--- config.mk ---
export PLATFORM = sky130hd
export DESIGN_NAME = instruction_fetch
export DESIGN_NICKNAME = d
export VERILOG_FILES = /design/src/rtl/fetch_pkg.sv /design/src/rtl/fetch_timer.sv /design/src/rtl/instruction_fetch.sv
export SDC_FILE = /design/constraint.sdc
export NUM_CORES = 1
export LEC_CHECK = 0
export BUFFER_PORTS_ARGS = -buffer_cell sky130_fd_sc_hd__buf_2
export CORE_AREA = 2 2 91 93
export DETAILED_ROUTE_END_ITERATION = 7
export DIE_AREA = 0 0 93 95
export GPL_TIMING_DRIVEN = 0
export PLACE_DENSITY_LB_ADDON = 0.15
export SLEW_MARGIN = 30
export SYNTH_ARGS = -nofsm -noshare
export SYNTH_HDL_FRONTEND = slang
export SYNTH_SLANG_ARGS = --single-unit
--- constraint.sdc ---
create_clock -name CLK -period 2.9 [get_ports CLK]
set_clock_uncertainty 0.15 [all_clocks]
set_input_delay 0.29 -clock CLK [delete_from_list [all_inputs] [get_ports CLK]]
set_output_delay 0.29 -clock CLK [all_outputs]
set_load 0.03 [all_outputs]
--- src/rtl/fetch_pkg.sv ---
`default_nettype none
// +----------------------------------------------------------------------+
// | fetch_pkg: shared types and constants for the fetch stage           |
// | Rev 1.0                                                              |
// +----------------------------------------------------------------------+
package fetch_pkg;

    localparam int ADDR_W_DEF  = 32;
    localparam int DATA_W_DEF  = 32;
    localparam int TIMEOUT_DEF = 15;

    localparam logic [31:0] NOP_INSN = 32'h0000_0000;

    typedef enum logic [1:0] {
        IDLE = 2'd0,
        REQ  = 2'd1,
        HOLD = 2'd2
    } fetch_state_t;

endpackage
`default_nettype wire

--- src/rtl/fetch_timer.sv ---
`default_nettype none
// +----------------------------------------------------------------------+
// | fetch_timer: saturating wait counter for outstanding memory requests |
// | Rev 1.0                                                              |
// +----------------------------------------------------------------------+
module fetch_timer #(
    parameter int TIMEOUT = 15
) (
    input  logic clk,
    input  logic rst,
    input  logic i_clear,
    input  logic i_enable,
    output logic o_expired
);

    localparam int CNT_W = $clog2(TIMEOUT + 1);
    localparam logic [CNT_W-1:0] c_last = CNT_W'(TIMEOUT - 1);
    localparam logic [CNT_W-1:0] c_max  = CNT_W'(TIMEOUT);

    logic [CNT_W-1:0] r_count;

    always_ff @(posedge clk or posedge rst) begin
        if (rst) begin
            r_count <= '0;
        end else if (i_clear) begin
            r_count <= '0;
        end else if (i_enable && (r_count != c_max)) begin
            r_count <= r_count + 1'b1;
        end
    end

    // The count holds the number of wait cycles already elapsed, so the
    // TIMEOUT-th waiting cycle is the one where it reads TIMEOUT-1.
    assign o_expired = i_enable && (r_count >= c_last);

endmodule
`default_nettype wire

--- src/rtl/instruction_fetch.sv ---
`default_nettype none
// +----------------------------------------------------------------------+
// | instruction_fetch: PC-driven fetch with req/ack memory and handshake |
// | Rev 1.0                                                              |
// +----------------------------------------------------------------------+
module instruction_fetch
    import fetch_pkg::*;
#(
    parameter int ADDR_W  = ADDR_W_DEF,
    parameter int DATA_W  = DATA_W_DEF,
    parameter int TIMEOUT = TIMEOUT_DEF
) (
    input  logic              CLK,
    input  logic              Reset,
    input  logic [ADDR_W-1:0] IAddr,
    output logic              PCWre,
    input  logic              flush,
    output logic              mem_req,
    output logic [ADDR_W-1:0] mem_addr,
    input  logic              mem_ack,
    input  logic [DATA_W-1:0] mem_rdata,
    output logic [DATA_W-1:0] inst_out,
    output logic [ADDR_W-1:0] inst_pc,
    output logic              inst_valid,
    input  logic              inst_ready,
    output logic              fetch_err
);

    localparam logic [DATA_W-1:0] c_nop = DATA_W'(NOP_INSN);

    fetch_state_t      r_state;
    logic              r_mem_req;
    logic [ADDR_W-1:0] r_mem_addr;
    logic [DATA_W-1:0] r_inst_out;
    logic [ADDR_W-1:0] r_inst_pc;
    logic              r_inst_valid;
    logic              r_fetch_err;
    logic              r_discard;
    logic              w_expired;
    logic              w_timer_clear;
    logic              w_timer_en;

    assign w_timer_clear = (r_state == IDLE);
    assign w_timer_en    = (r_state == REQ);

    fetch_timer #(
        .TIMEOUT (TIMEOUT)
    ) u_timer (
        .clk       (CLK),
        .rst       (Reset),
        .i_clear   (w_timer_clear),
        .i_enable  (w_timer_en),
        .o_expired (w_expired)
    );

    always_ff @(posedge CLK or posedge Reset) begin
        if (Reset) begin
            r_state      <= IDLE;
            r_mem_req    <= 1'b0;
            r_mem_addr   <= '0;
            r_inst_out   <= '0;
            r_inst_pc    <= '0;
            r_inst_valid <= 1'b0;
            r_fetch_err  <= 1'b0;
            r_discard    <= 1'b0;
        end else begin
            case (r_state)
                IDLE: begin
                    r_mem_addr <= IAddr;
                    r_inst_pc  <= IAddr;
                    if (IAddr[1:0] != 2'b00) begin
                        r_inst_out   <= c_nop;
                        r_fetch_err  <= 1'b1;
                        r_inst_valid <= 1'b1;
                        r_state      <= HOLD;
                    end else begin
                        r_mem_req <= 1'b1;
                        r_state   <= REQ;
                    end
                end
                REQ: begin
                    if (flush) begin
                        r_discard <= 1'b1;
                    end
                    // Ack takes priority over a coincident timeout.
                    if (mem_ack || w_expired) begin
                        r_mem_req <= 1'b0;
                        r_discard <= 1'b0;
                        if (r_discard || flush) begin
                            r_state <= IDLE;
                        end else begin
                            r_inst_out   <= mem_ack ? mem_rdata : c_nop;
                            r_fetch_err  <= ~mem_ack;
                            r_inst_valid <= 1'b1;
                            r_state      <= HOLD;
                        end
                    end
                end
                HOLD: begin
                    if (flush || inst_ready) begin
                        r_inst_valid <= 1'b0;
                        r_state      <= IDLE;
                    end
                end
                default: begin
                    r_state <= IDLE;
                end
            endcase
        end
    end

    // Combinational so the PC advances on the same edge that leaves HOLD.
    assign PCWre      = (r_state == HOLD) && inst_ready && !flush;
    assign mem_req    = r_mem_req;
    assign mem_addr   = r_mem_addr;
    assign inst_out   = r_inst_out;
    assign inst_pc    = r_inst_pc;
    assign inst_valid = r_inst_valid;
    assign fetch_err  = r_fetch_err;

endmodule
`default_nettype wire
**Yosys cells after proc, flatten, opt, wreduce, memory -nomap -nowiden**

Index checks and enable logic that the tools add are counted.

- Add/sub/neg operators: 1
- Order comparisons: 1
- Equal/unequal tests: 8
- Multiplexer cells: 25
- Bitwise gates (word level): 1
- Reductions and logical operators: 19

Operator list:

| operator | count |
|---|---|
| 2-to-1 mux 32 bit | 4 |
| one-hot mux 32 bit (2 select lines) | 1 |
| 2-to-1 mux 1 bit | 10 |
| != test 2 bit (second input constant) | 5 |
| 2-to-1 mux 2 bit | 4 |
| 2-to-1 mux 4 bit | 2 |
| nonzero test 2 bit | 4 |
| one-hot mux 2 bit (3 select lines) | 1 |
| AND reduction 5 bit | 1 |
| adder 4 x 1 -> 4 bit (second input constant) | 1 |
| >= comparator 4 bit (second input constant) | 1 |
| logical AND 1 bit | 4 |
| != test 4 bit (second input constant) | 1 |
| one-hot mux 1 bit (2 select lines) | 2 |
| AND reduction 2 bit | 2 |
| AND reduction 4 bit | 1 |
| logical OR 1 bit | 3 |
| one-hot mux 1 bit (3 select lines) | 1 |
| AND reduction 3 bit | 1 |
| nonzero test 3 bit | 1 |
| equality test 2 x 1 -> 1 bit (second input constant) | 1 |
| equality test 2 bit (second input constant) | 1 |
| logical NOT 2 bit | 1 |
| logical NOT 1 bit | 1 |
| inverter 1 bit | 1 |

- Flip-flop bits (word level): 74
- Input bits: 69
- Output and inout port bits: 100

**Longest topological paths before layout**

Gate-level depths: netlist (run 1).

- Word-level depth: 5
- Gate-level depth with buffers: 6
- Gate-level depth less buffers: 5

**Modules after synthesis**

Synthesis (run 1) repeated with hierarchy kept, for this count alone.

- Cell total of the unflattened synthesis: 270
- Area total of the unflattened synthesis: 3475.8 um2

Modules (own cells, without submodules):

| module | instances | cells an instance | area an instance (um2) |
|---|---|---|---|
| instruction_fetch | 1 | 247 | 3234.4 |
| fetch_timer | 1 | 23 | 241.5 |

**Worst setup path before layout (run 1)**

Ideal clock, no wire load.

- Path type: register -> output
- Start point: reg r_state[0]
- End point: out PCWre
- Data arrival time: 1.676 ns
- Path slack: 0.784 ns
- Stages on the path, launching flop included: 3
- Path buffers: 1
- Cell sequence: dfrtp_1 > clkbuf_1 > nor4b_1

- Word-level cells in the longest chain between the ends: 3

RTL lines:

| item | line | source |
|---|---|---|
| from (decl) | instruction_fetch.sv:31 | `fetch_state_t r_state;` |
| from (signal assigned) | instruction_fetch.sv:58 | `r_state <= IDLE;` |
| from (signal assigned) | instruction_fetch.sv:75 | `r_state <= HOLD;` |
| from (signal assigned) | instruction_fetch.sv:78 | `r_state <= REQ;` |
| equality test 2 bit | instruction_fetch.sv:113 | `assign PCWre = (r_state == HOLD) && inst_ready && !flush;` |
| logical AND 1 bit (2 in a row) | instruction_fetch.sv:113 |  |
| to (decl) | instruction_fetch.sv:16 | `output logic PCWre,` |

Every way passes these cells.

**Worst setup path after layout (run 1)**

Same ends and word-level chain as after synthesis.

==> results of run 1 <==
[registers in the layout, summed over array words and instances (netlist names)]
register and cells:
fetch_err 1, mem_req 1, inst_pc 32, r_state 2, inst_out 32, inst_valid 1, r_discard 1, u_timer.r_count 4
[layer usage]
metal | wire, um | global-route usage, % | vias up
met2 | 4180 | 32.2 | 121
met4 | 168 | 7.72 | 0
met5 | 0 | 0 | -
li1 | - | - | 1422
met1 | 3840 | 25.9 | 1443
met3 | 585 | 4.15 | 15
[repair_timing]
item,4_1_cts,5_1_grt
endpoints found under the hold margin,44,2
hold buffers,15,2
endpoints found under the setup margin,0,0
[path summary, 6_finish.rpt]
kind / endpoint / slack (ns) / cells past startpoint
min in group asynchronous: inst_pc[24] / 0.32 / 3
max in group asynchronous: inst_out[28] / 1.71 / 4
min reg2reg: inst_pc[13] / 0.36 / 1
max: PCWre / 0.91 / 3
max reg2reg: fetch_err / 0.93 / 6
min: inst_pc[24] / 0.01 / 2
[power breakdown]
part / switching (W) / total (W) / internal [W] / leakage, nW
sequential: 0.000224 / 0.00157 / 0.00135 / 0.941
combinational: 0.00173 / 0.00275 / 0.00103 / 1.50
clock: 0.000392 / 0.000790 / 0.000399 / 0.0925
[through the flow]
step / instances / util, % / hold WS (ns) / total power, W
2_1_floorplan: 274 / - / 0.225 / 0.00359
3_3_place_gp: 547 / 56.7 / 0.341 / 0.00429
3_5_place_dp: 548 / 57.0 / 0.163 / 0.00434
4_1_cts: 579 / 61.4 / 0.000417 / 0.00515
5_1_grt: 581 / 61.6 / 0.000961 / 0.00539
6_report: 581 / 61.6 / 0.00992 / 0.00511
[logic make-up (layout without fill, tap and decap cells)]
group	Yosys count	after routing	synth area share, %
mux	34	34	10.8
buf+inv	59	261	11.1
flops	74	74	52.6
compound gates	52	52	13.2
fa+ha+maj	2	2	0.711
simple gates	53	53	11.6
[synth_stat cells]
cell type and count:
o22ai_1 1, mux2i_1 2, inv_1 4, clkbuf_1 10, o211ai_2 1, o21bai_1 1
a221o_1 32, o311a_1 1, or2_1 2, inv_2 1, nand4b_1 1, mux2_1 32
nor4b_4 1, o2bb2ai_1 1, a31oi_1 1, buf_2 5, nand3_1 1, buf_4 35
nor4b_1 1, nor2b_1 1, a2111oi_0 1, and4_1 32, ha_1 2, o21a_1 1
nand2_1 3, and2_1 2, a21oi_2 1, nor2_1 6, a21oi_1 6, nand2b_1 1
a211o_1 1, nor3_1 2, o31ai_1 1, a2bb2oi_1 1, buf_6 4, dfrtp_1 74
o311ai_1 1, o21ai_0 1
[final cells by class]
cell class | count | area, um2
repair buffers | 186 | 1040
inverters | 5 | 21.3
multi-input cells | 141 | 1280
clock inverters | 6 | 67.6
fillers | 651 | 3040
flip-flops and latches | 74 | 1850
clock buffers | 10 | 128
plain buffers | 54 | 370
well taps | 105 | 131
==> results_dict.tcl, run 1 <==
set metrics [dict create \
    cp-start-kind "flip-flop" \
    syn_nets 345 \
    layout_common_cells "buf_2 (173), dfrtp_1 (74), buf_4 (35)" \
    crit_buf_inv 2 \
    avgViaCountPerCell 5.17 \
    yosys-top-cells-area "dfrtp_1 (53%), mux2_1 (10%), a221o_1 (9.1%)" \
    dp_slack_ns 0.915 \
    arrival_ns 1.55 \
    clk_pin_slew_ns 0.08 \
    avgSynthCellArea_um2 12.8 \
    track_usage_pct 19.8 \
    routedWlPerCell_um 15.1 \
    crit_start "r_state[0]" \
    io_pins 169 \
    hold_viol 0 \
    first_global_vias 2765 \
    postSynthCellCount 274 \
    die_w_um 93 \
    min-delay-start "IAddr[24]" \
    drive_above_1_share_pct 48.9 \
    finalMaxSlewViolations 0 \
    clk_path_buf_depth 2 \
    post_cts_resized 0 \
    drt-pass1-iter-count 4 \
    grt_pass1_wl_mm 13.6 \
    p_per_area_mw_per_mm2 1050 \
    grt_max_degree 45 \
    num_vias 3001 \
    stdcell_area_mm2 0.00489 \
    clk_latency_ns 0.34 \
    rows 33 \
    htree_num_levels 3 \
    cts_made_buffers 9 \
    core_mm2 0.00793 \
    setup_viol 0 \
    mostFrequentLayoutCell "buf_2" \
    r2r_start "u_timer.r_count[0]" \
    critPathMaxFanout 10 \
    overflow 0 \
    antenna_found_initial 0 \
    max_slew.worst_pin.slew_ns 0.457 \
    end_kind "output pin" \
    min_path_type "in -> reg" \
    ys_types 38 \
    drtIter0Drc 141 \
    cts_tree "built" \
    die_area_mm2 0.00884 \
    final_antenna_net_count 0 \
    post_dp_cell_area_mm2 0.00452 \
    cp.required_ns 2.46 \
    synth_top_area_share_pct 52.6 \
    diodes 0 \
    mappedNetlistArea_mm2 0.00352 \
    fin_crit_ns 1.99 \
    num-nets-final 542 \
    routed_wl_mm 8.78 \
    setup_tns_ns 0 \
    drv_cap 0 \
    yosys_warnings 0 \
    maxSlewHeadroom_pct 69.4 \
    fin_crit_sh_pct 68.6 \
    crit_family "buffers and inverters" \
    yosys.area.top_type "dfrtp_1" \
    synth-seq-area-share_pct 52.6 \
    slowest_delay_ns 0.42 \
    status "completed" \
    clock_sinks 74 \
    fin_ws_ns 0.910 \
    ir_drop_v 0.000555 \
    criticalPathCategory "reg -> out" \
    cp_cell_sequence "clkbuf_1 -> nor4b_1 -> buf_2" \
    post_cts_buffers 0 \
    die_h_um 95 \
    fmax_mhz 503 \
    leakagePower_nw 2.54 \
    synth-seq-cells 74 \
    post-dp-hpwl_mm 6.41 \
    drc_errors 0 \
    cts-root-buf "clkbuf_8" \
    rsz0062_at_grt "false" \
    io_buffer_count 168 \
    initial_core_util_pct 44.4 \
    place.gp.congestion 0.818 \
    crit_path_top_delay_cell "dfrtp_1" \
    syn2layout_area_growth_pct 38.9 \
]
No activity file was read; power rests on OpenSTA's default activity.
==> inputs of run 2 (changes only) <==
Settings changed: ABC_AREA set to 1, CORE_AREA 2 2 91 93 to 2 2 89 91, DIE_AREA 0 0 93 95 to 0 0 91 93.
Clock period 2.9 ns to 1.9 ns, I/O delays scaled along.
==> run 2 against run 1 <==
  * Synthesized cell count grew 36%
  * First-iteration DRC count shrank 39%
  * Utilization grew 7.5 points
  * Hold slack gained 0.017 ns
  * Cell count grew 25%
  * Sequential share of layout area shrank 2.3 points
  * Setup slack lost 0.72 ns
  * Largest power group unchanged
  * Critical path depth grew 8
  * Total power grew 62%
  * Combinational power grew 65%
  * Die area shrank 4.2%
  * Sequential power grew 55%
==> results_dict.tcl, run 2 <==
set metrics [dict create \
    initial_core_util_pct 43.9 \
    grt_max_degree 28 \
    grt_pass1_wl_mm 14.1 \
    synth-seq-cells 74 \
    avgSynthCellArea_um2 8.85 \
    antenna_found_initial 0 \
    layout_common_cells "nand2_1 (174), buf_2 (174), dfrtp_1 (74)" \
    drtIter0Drc 86 \
    avgViaCountPerCell 4.47 \
    r2r_start "u_timer.r_count[0]" \
    drv_cap 0 \
    synth_edf_count 0 \
    max_slew.worst_pin.slew_ns 0.611 \
    ys_types 24 \
    status "completed" \
    criticalPathCategory "reg -> reg" \
    min-delay-start "flush" \
    die_area_mm2 0.00846 \
    synth_most_common_cell "nand2_1" \
    async_flop_share_pct 100 \
    mappedNetlistArea_mm2 0.00331 \
    yosys-top-cells-area "dfrtp_1 (56%), nand2_1 (20%), buf_4 (7.3%)" \
    overflow 0 \
    arrival_ns 1.78 \
    post-dp-hpwl_mm 5.66 \
    rows 32 \
    crit_start "u_timer.r_count[0]" \
    critPathMaxFanout 10 \
    clk_pin_slew_ns 0.08 \
    setup_viol 0 \
    synth-seq-area-share_pct 56.0 \
    num_vias 3252 \
    leakagePower_nw 2.84 \
    drive_above_1_share_pct 40.4 \
    finalMaxSlewViolations 0 \
    p_per_area_mw_per_mm2 1590 \
    synth_top_flop_cell "dfrtp_1" \
    die_h_um 93 \
    drc_errors 0 \
    first_global_vias 3060 \
    final_antenna_net_count 0 \
    place.gp.congestion 0.775 \
    fmax_mhz 586 \
    cts_tree "built" \
    cp.required_ns 1.98 \
    postSynthCellCount 374 \
    setup_tns_ns 0 \
    diodes 0 \
    hold_viol 0 \
    post_cts_buffers 0 \
    min_path_type "in -> reg" \
    rsz0062_at_grt "false" \
    clk_latency_ns 0.34 \
    core_mm2 0.00753 \
    cts-root-buf "clkbuf_8" \
    maxSlewHeadroom_pct 59.2 \
    routed_wl_mm 8.65 \
    clk_path_buf_depth 2 \
    num-nets-final 692 \
    fin_total_pwr_w 0.00830 \
    die_w_um 91 \
    cp-start-kind "flip-flop" \
    syn2layout_area_growth_pct 57.3 \
    routedWlPerCell_um 11.9 \
    drt-pass1-iter-count 4 \
    fin_crit_sh_pct 89.8 \
    io_pins 169 \
    htree_num_levels 3 \
    ir_drop_v 0.000668 \
    yosys_warnings 0 \
    syn_nets 445 \
    clock_sinks 74 \
    yosys.area.top_type "dfrtp_1" \
    synth.top_cells.by_count "nand2_1 (174), dfrtp_1 (74), buf_4 (32), o21ai_0 (17), o21ai_1 (11)" \
    io_buffer_count 168 \
    synth_top_area_share_pct 56.0 \
    track_usage_pct 20.8 \
    cts_made_buffers 9 \
    fin_crit_ns 1.71 \
    end_kind "flip-flop" \
]
run 2: cell types whose count changed in the layout (fill, tap and decap cells not counted), moves of 11 or more:
cell and delta:
o21ai_0 +16, nand2_1 +171, o21ai_1 +11, mux2_1 -32
dlygate4sd3_1 +49, and4_1 -32, a221o_1 -32
run 2: final cells by class:
class,instances,area [um2]
Inverter,9,37.5
Clock buffer,9,124
Buffer,48,332
Multi-Input combinational cell,243,1100
Sequential cell,74,1850
Tap cell,102,128
Clock inverter,7,93.8
Fill cell,605,2320
Timing Repair Buffer,236,1540
run 2: logic make-up after synthesis:
kind of cell / after synthesis / share of synthesized area (%)
buf+inv: 57 / 11.0
simple gates: 199 / 24.5
flops: 74 / 56.0
compound gates: 40 / 7.19
xor+xnor: 2 / 0.530
fa+ha+maj: 2 / 0.756
run 2: per-layer routing:
layer	GRT usage [%]	wire length, um	up-vias
li1	-	-	1627
met1	25.3	3600	1479
met2	35.7	4360	129
met3	4.51	526	17
met4	8.71	165	0
met5	0	0	-
run 2: per-stage QoR:
step / std cells / setup WS [ns] / hold WS (ns) / utilization (%) / cell area (um2)
6_report: 728 / 0.194 / 0.0271 / 69.1 / 5200
5_1_grt: 728 / 0.0185 / 0.0424 / 69.1 / 5200
4_1_cts: 728 / 0.102 / 0.0120 / 69.1 / 5200
3_5_place_dp: 646 / 0.117 / 0.157 / 57.4 / 4320
3_3_place_gp: 644 / 0.166 / 0.242 / 56.9 / 4280
2_1_floorplan: 374 / 0.355 / 0.157 / - / 3310
run 2: power breakdown:
group          switching (W)  leakage [nW]  total [W]  internal (W)
logic                0.00302          1.77    0.00454       0.00152
clock network       0.000589         0.105    0.00133      0.000737
registers           0.000368         0.962    0.00244       0.00207
total                0.00398          2.84    0.00830       0.00432
run 2: path summary, 6_finish.rpt:
| kind | to | slack, ns | cells after the start |
|---|---|---|---|
| setup reg to reg | inst_out[11] | 0.19 | 11 |
| hold reg to reg | mem_req | 0.32 | 2 |
| max in group asynchronous | inst_pc[9] | 0.72 | 4 |
| hold / removal | r_state[1] | 0.03 | 4 |
| setup / recovery | inst_out[11] | 0.19 | 11 |
| min in group asynchronous | inst_pc[17] | 0.35 | 3 |
run 2: repair_timing:
| action | in CTS | in global routing |
|---|---|---|
| setup endpoints to repair | 0 | 10 |
| hold buffers | 66 | 0 |
| endpoints found under the hold margin | 87 | 0 |
| gates resized for setup | 0 | 3 |
run 2: critical path: stages (launching register included):
cell	delay (ns)
dfrtp_1	0.43
inv_1	0.07
ha_1	0.14
inv_1	0.04
nand2_1	0.07
nand3_2	0.10
nand2_4	0.10
nand2_4	0.07
buf_6	0.15
buf_6	0.14
nand2_1	0.07
o21ai_1	0.07
==> inputs of run 3 (changes only) <==
Settings changed: PLACE_DENSITY set to 0.78, PLACE_DENSITY_LB_ADDON 0.15 to unset.
==> run 3 against run 2 <==
  * Via count rose by 3.5%
  * Critical path type unchanged
  * Critical path depth did not move
  * Hold slack got worse by 0.0017 ns
  * Cell count did not move
  * Highest routed layer unchanged
  * First-iteration DRC count rose by 40%
  * Non-clock buffer count did not move
  * Register-to-register slack got worse by 0.04 ns
  * Maximum frequency fell by 2.5%
  * Critical endpoint is now inst_out[6]
  * Final area fell by 0.65%
==> results_dict.tcl, run 3 (synthesis gave the netlist of run 2 again) <==
set metrics [dict create \
    drt-pass1-iter-count 4 \
    overflow 0 \
    setup_viol 0 \
    initial_core_util_pct 43.9 \
    antenna_found_initial 0 \
    clk_path_buf_depth 2 \
    setup_tns_ns 0 \
    fin_crit_sh_pct 92.0 \
    clk_pin_slew_ns 0.08 \
    drtIter0Drc 120 \
    die_w_um 91 \
    reg2reg_depth 11 \
    p_per_area_mw_per_mm2 1580 \
    holdPathStages 4 \
    num-nets-final 692 \
    multi_input_area_mm2 0.00110 \
    cp-start-kind "flip-flop" \
    drc_errors 0 \
    status "completed" \
    fmax_mhz 572 \
    fin_total_pwr_w 0.00819 \
    leakagePower_nw 2.83 \
    die_area_mm2 0.00846 \
    clock_sinks 74 \
    rows 32 \
    htree_num_levels 3 \
    io_buffer_count 168 \
    fin_crit_ns 1.75 \
    post_cts_buffers 0 \
    stdcell_area_mm2 0.00517 \
    cts-root-buf "clkbuf_8" \
    timing.rr.end "inst_out[6]" \
    cts_tree "built" \
    end_kind "flip-flop" \
    min-delay-start "mem_ack" \
    grt_pass1_wl_mm 16.1 \
    min_path_type "in -> reg" \
    core_mm2 0.00753 \
    io_pins 169 \
    ir_drop_v 0.000657 \
    routedWlPerCell_um 13.4 \
    seq_area_mm2 0.00185 \
    cts_made_buffers 9 \
    max_slew.worst_pin.slew_ns 0.446 \
    routed_wl_mm 9.74 \
    finalMaxSlewViolations 0 \
    holdPathEnd "r_state[0]" \
    die_h_um 93 \
    clk_latency_ns 0.34 \
    cp.required_ns 1.97 \
    fillers 588 \
    hold_viol 0 \
    track_usage_pct 23.7 \
    diodes 0 \
    critPathMaxFanout 10 \
    drv_cap 0 \
    criticalPathCategory "reg -> reg" \
    drive_above_1_share_pct 39.9 \
    avgViaCountPerCell 4.63 \
    rsz0062_at_grt "false" \
    maxSlewHeadroom_pct 70.2 \
    syn2layout_area_growth_pct 56.3 \
    layout_common_cells "nand2_1 (174), buf_2 (174), dfrtp_1 (74)" \
    r2r_slack_ns 0.15 \
    first_global_vias 3535 \
    final_antenna_net_count 0 \
    r2r_start "u_timer.r_count[0]" \
    place.gp.congestion 0.731 \
    num_vias 3367 \
    post-dp-hpwl_mm 6.10 \
    grt_max_degree 31 \
    post_dp_cell_area_mm2 0.00432 \
    arrival_ns 1.82 \
    final_util_pct 68.7 \
]
[run 3: changes by cell type in the layout (fill, tap and decap cells not counted)]
cell	delta
clkbuf_1	+3
clkbuf_8	+3
bufinv_16	-2
clkinv_2	-2
clkinv_4	-1
clkinvlp_4	-1
[run 3: cell type report]
| class | instances | share of cell area [%] |
|---|---|---|
| timing repair buffer | 236 | 29.8 |
| multi-input combinational | 243 | 21.2 |
| inverter | 9 | 0.726 |
| clock inverter | 1 | 0.145 |
| sequential | 74 | 35.8 |
| clock buffer | 15 | 3.41 |
| buffer | 48 | 6.41 |
| tap | 102 | 2.47 |
[run 3: routing by layer]
metal	track usage, %	share of wire (%)	vias up
met5	0	0	-
met4	10.6	2.2	0
met3	5.88	7.4	23
met2	42.9	51	159
met1	26.4	40	1564
li1	-	-	1621
[run 3: through the flow]
stage                     setup slack [ns]  std cells  hold slack, ns
after floorplan                      0.355        374           0.157
after global placement               0.195        644           0.242
final                                0.151        728          0.0253
after detailed placement             0.126        646          0.0760
after CTS                            0.118        728         0.00806
after global routing               0.00376        728          0.0308
[run 3: how the worst max path moves through the flow]
stage	from	to	slack (ns)	cells after the start
after floorplan	u_timer.r_count[0]	fetch_err	0.35	11
after CTS	u_timer.r_count[0]	inst_out[15]	0.12	9
after global routing	r_state[1]	inst_out[15]	0.004	6
final	u_timer.r_count[0]	inst_out[6]	0.15	11
after global placement	u_timer.r_count[0]	inst_out[19]	0.20	9
after detailed placement	u_timer.r_count[0]	inst_out[24]	0.13	9
[run 3: power by group]
| part | total, W | internal [W] | leakage (nW) | switching [W] |
|---|---|---|---|---|
| clock network | 0.00113 | 0.000584 | 0.0900 | 0.000547 |
| registers | 0.00245 | 0.00207 | 0.962 | 0.000383 |
| logic | 0.00461 | 0.00152 | 1.77 | 0.00309 |
| total | 0.00819 | 0.00417 | 2.83 | 0.00402 |
[run 3: repair_timing]
action	CTS	global route
resized for setup	0	3
setup endpoints to repair	0	2
endpoints found under the hold margin	80	0
hold buffers	66	0
[run 3: critical path, stage by stage, from the launching register on]
cell and delay (ns):
dfrtp_1 0.42, inv_1 0.08, ha_1 0.15, inv_1 0.04, nand2_1 0.07, nand3_2 0.11
nand2_4 0.10, nand2_4 0.07, buf_6 0.14, buf_6 0.14, nand2_1 0.08, o21ai_1 0.09
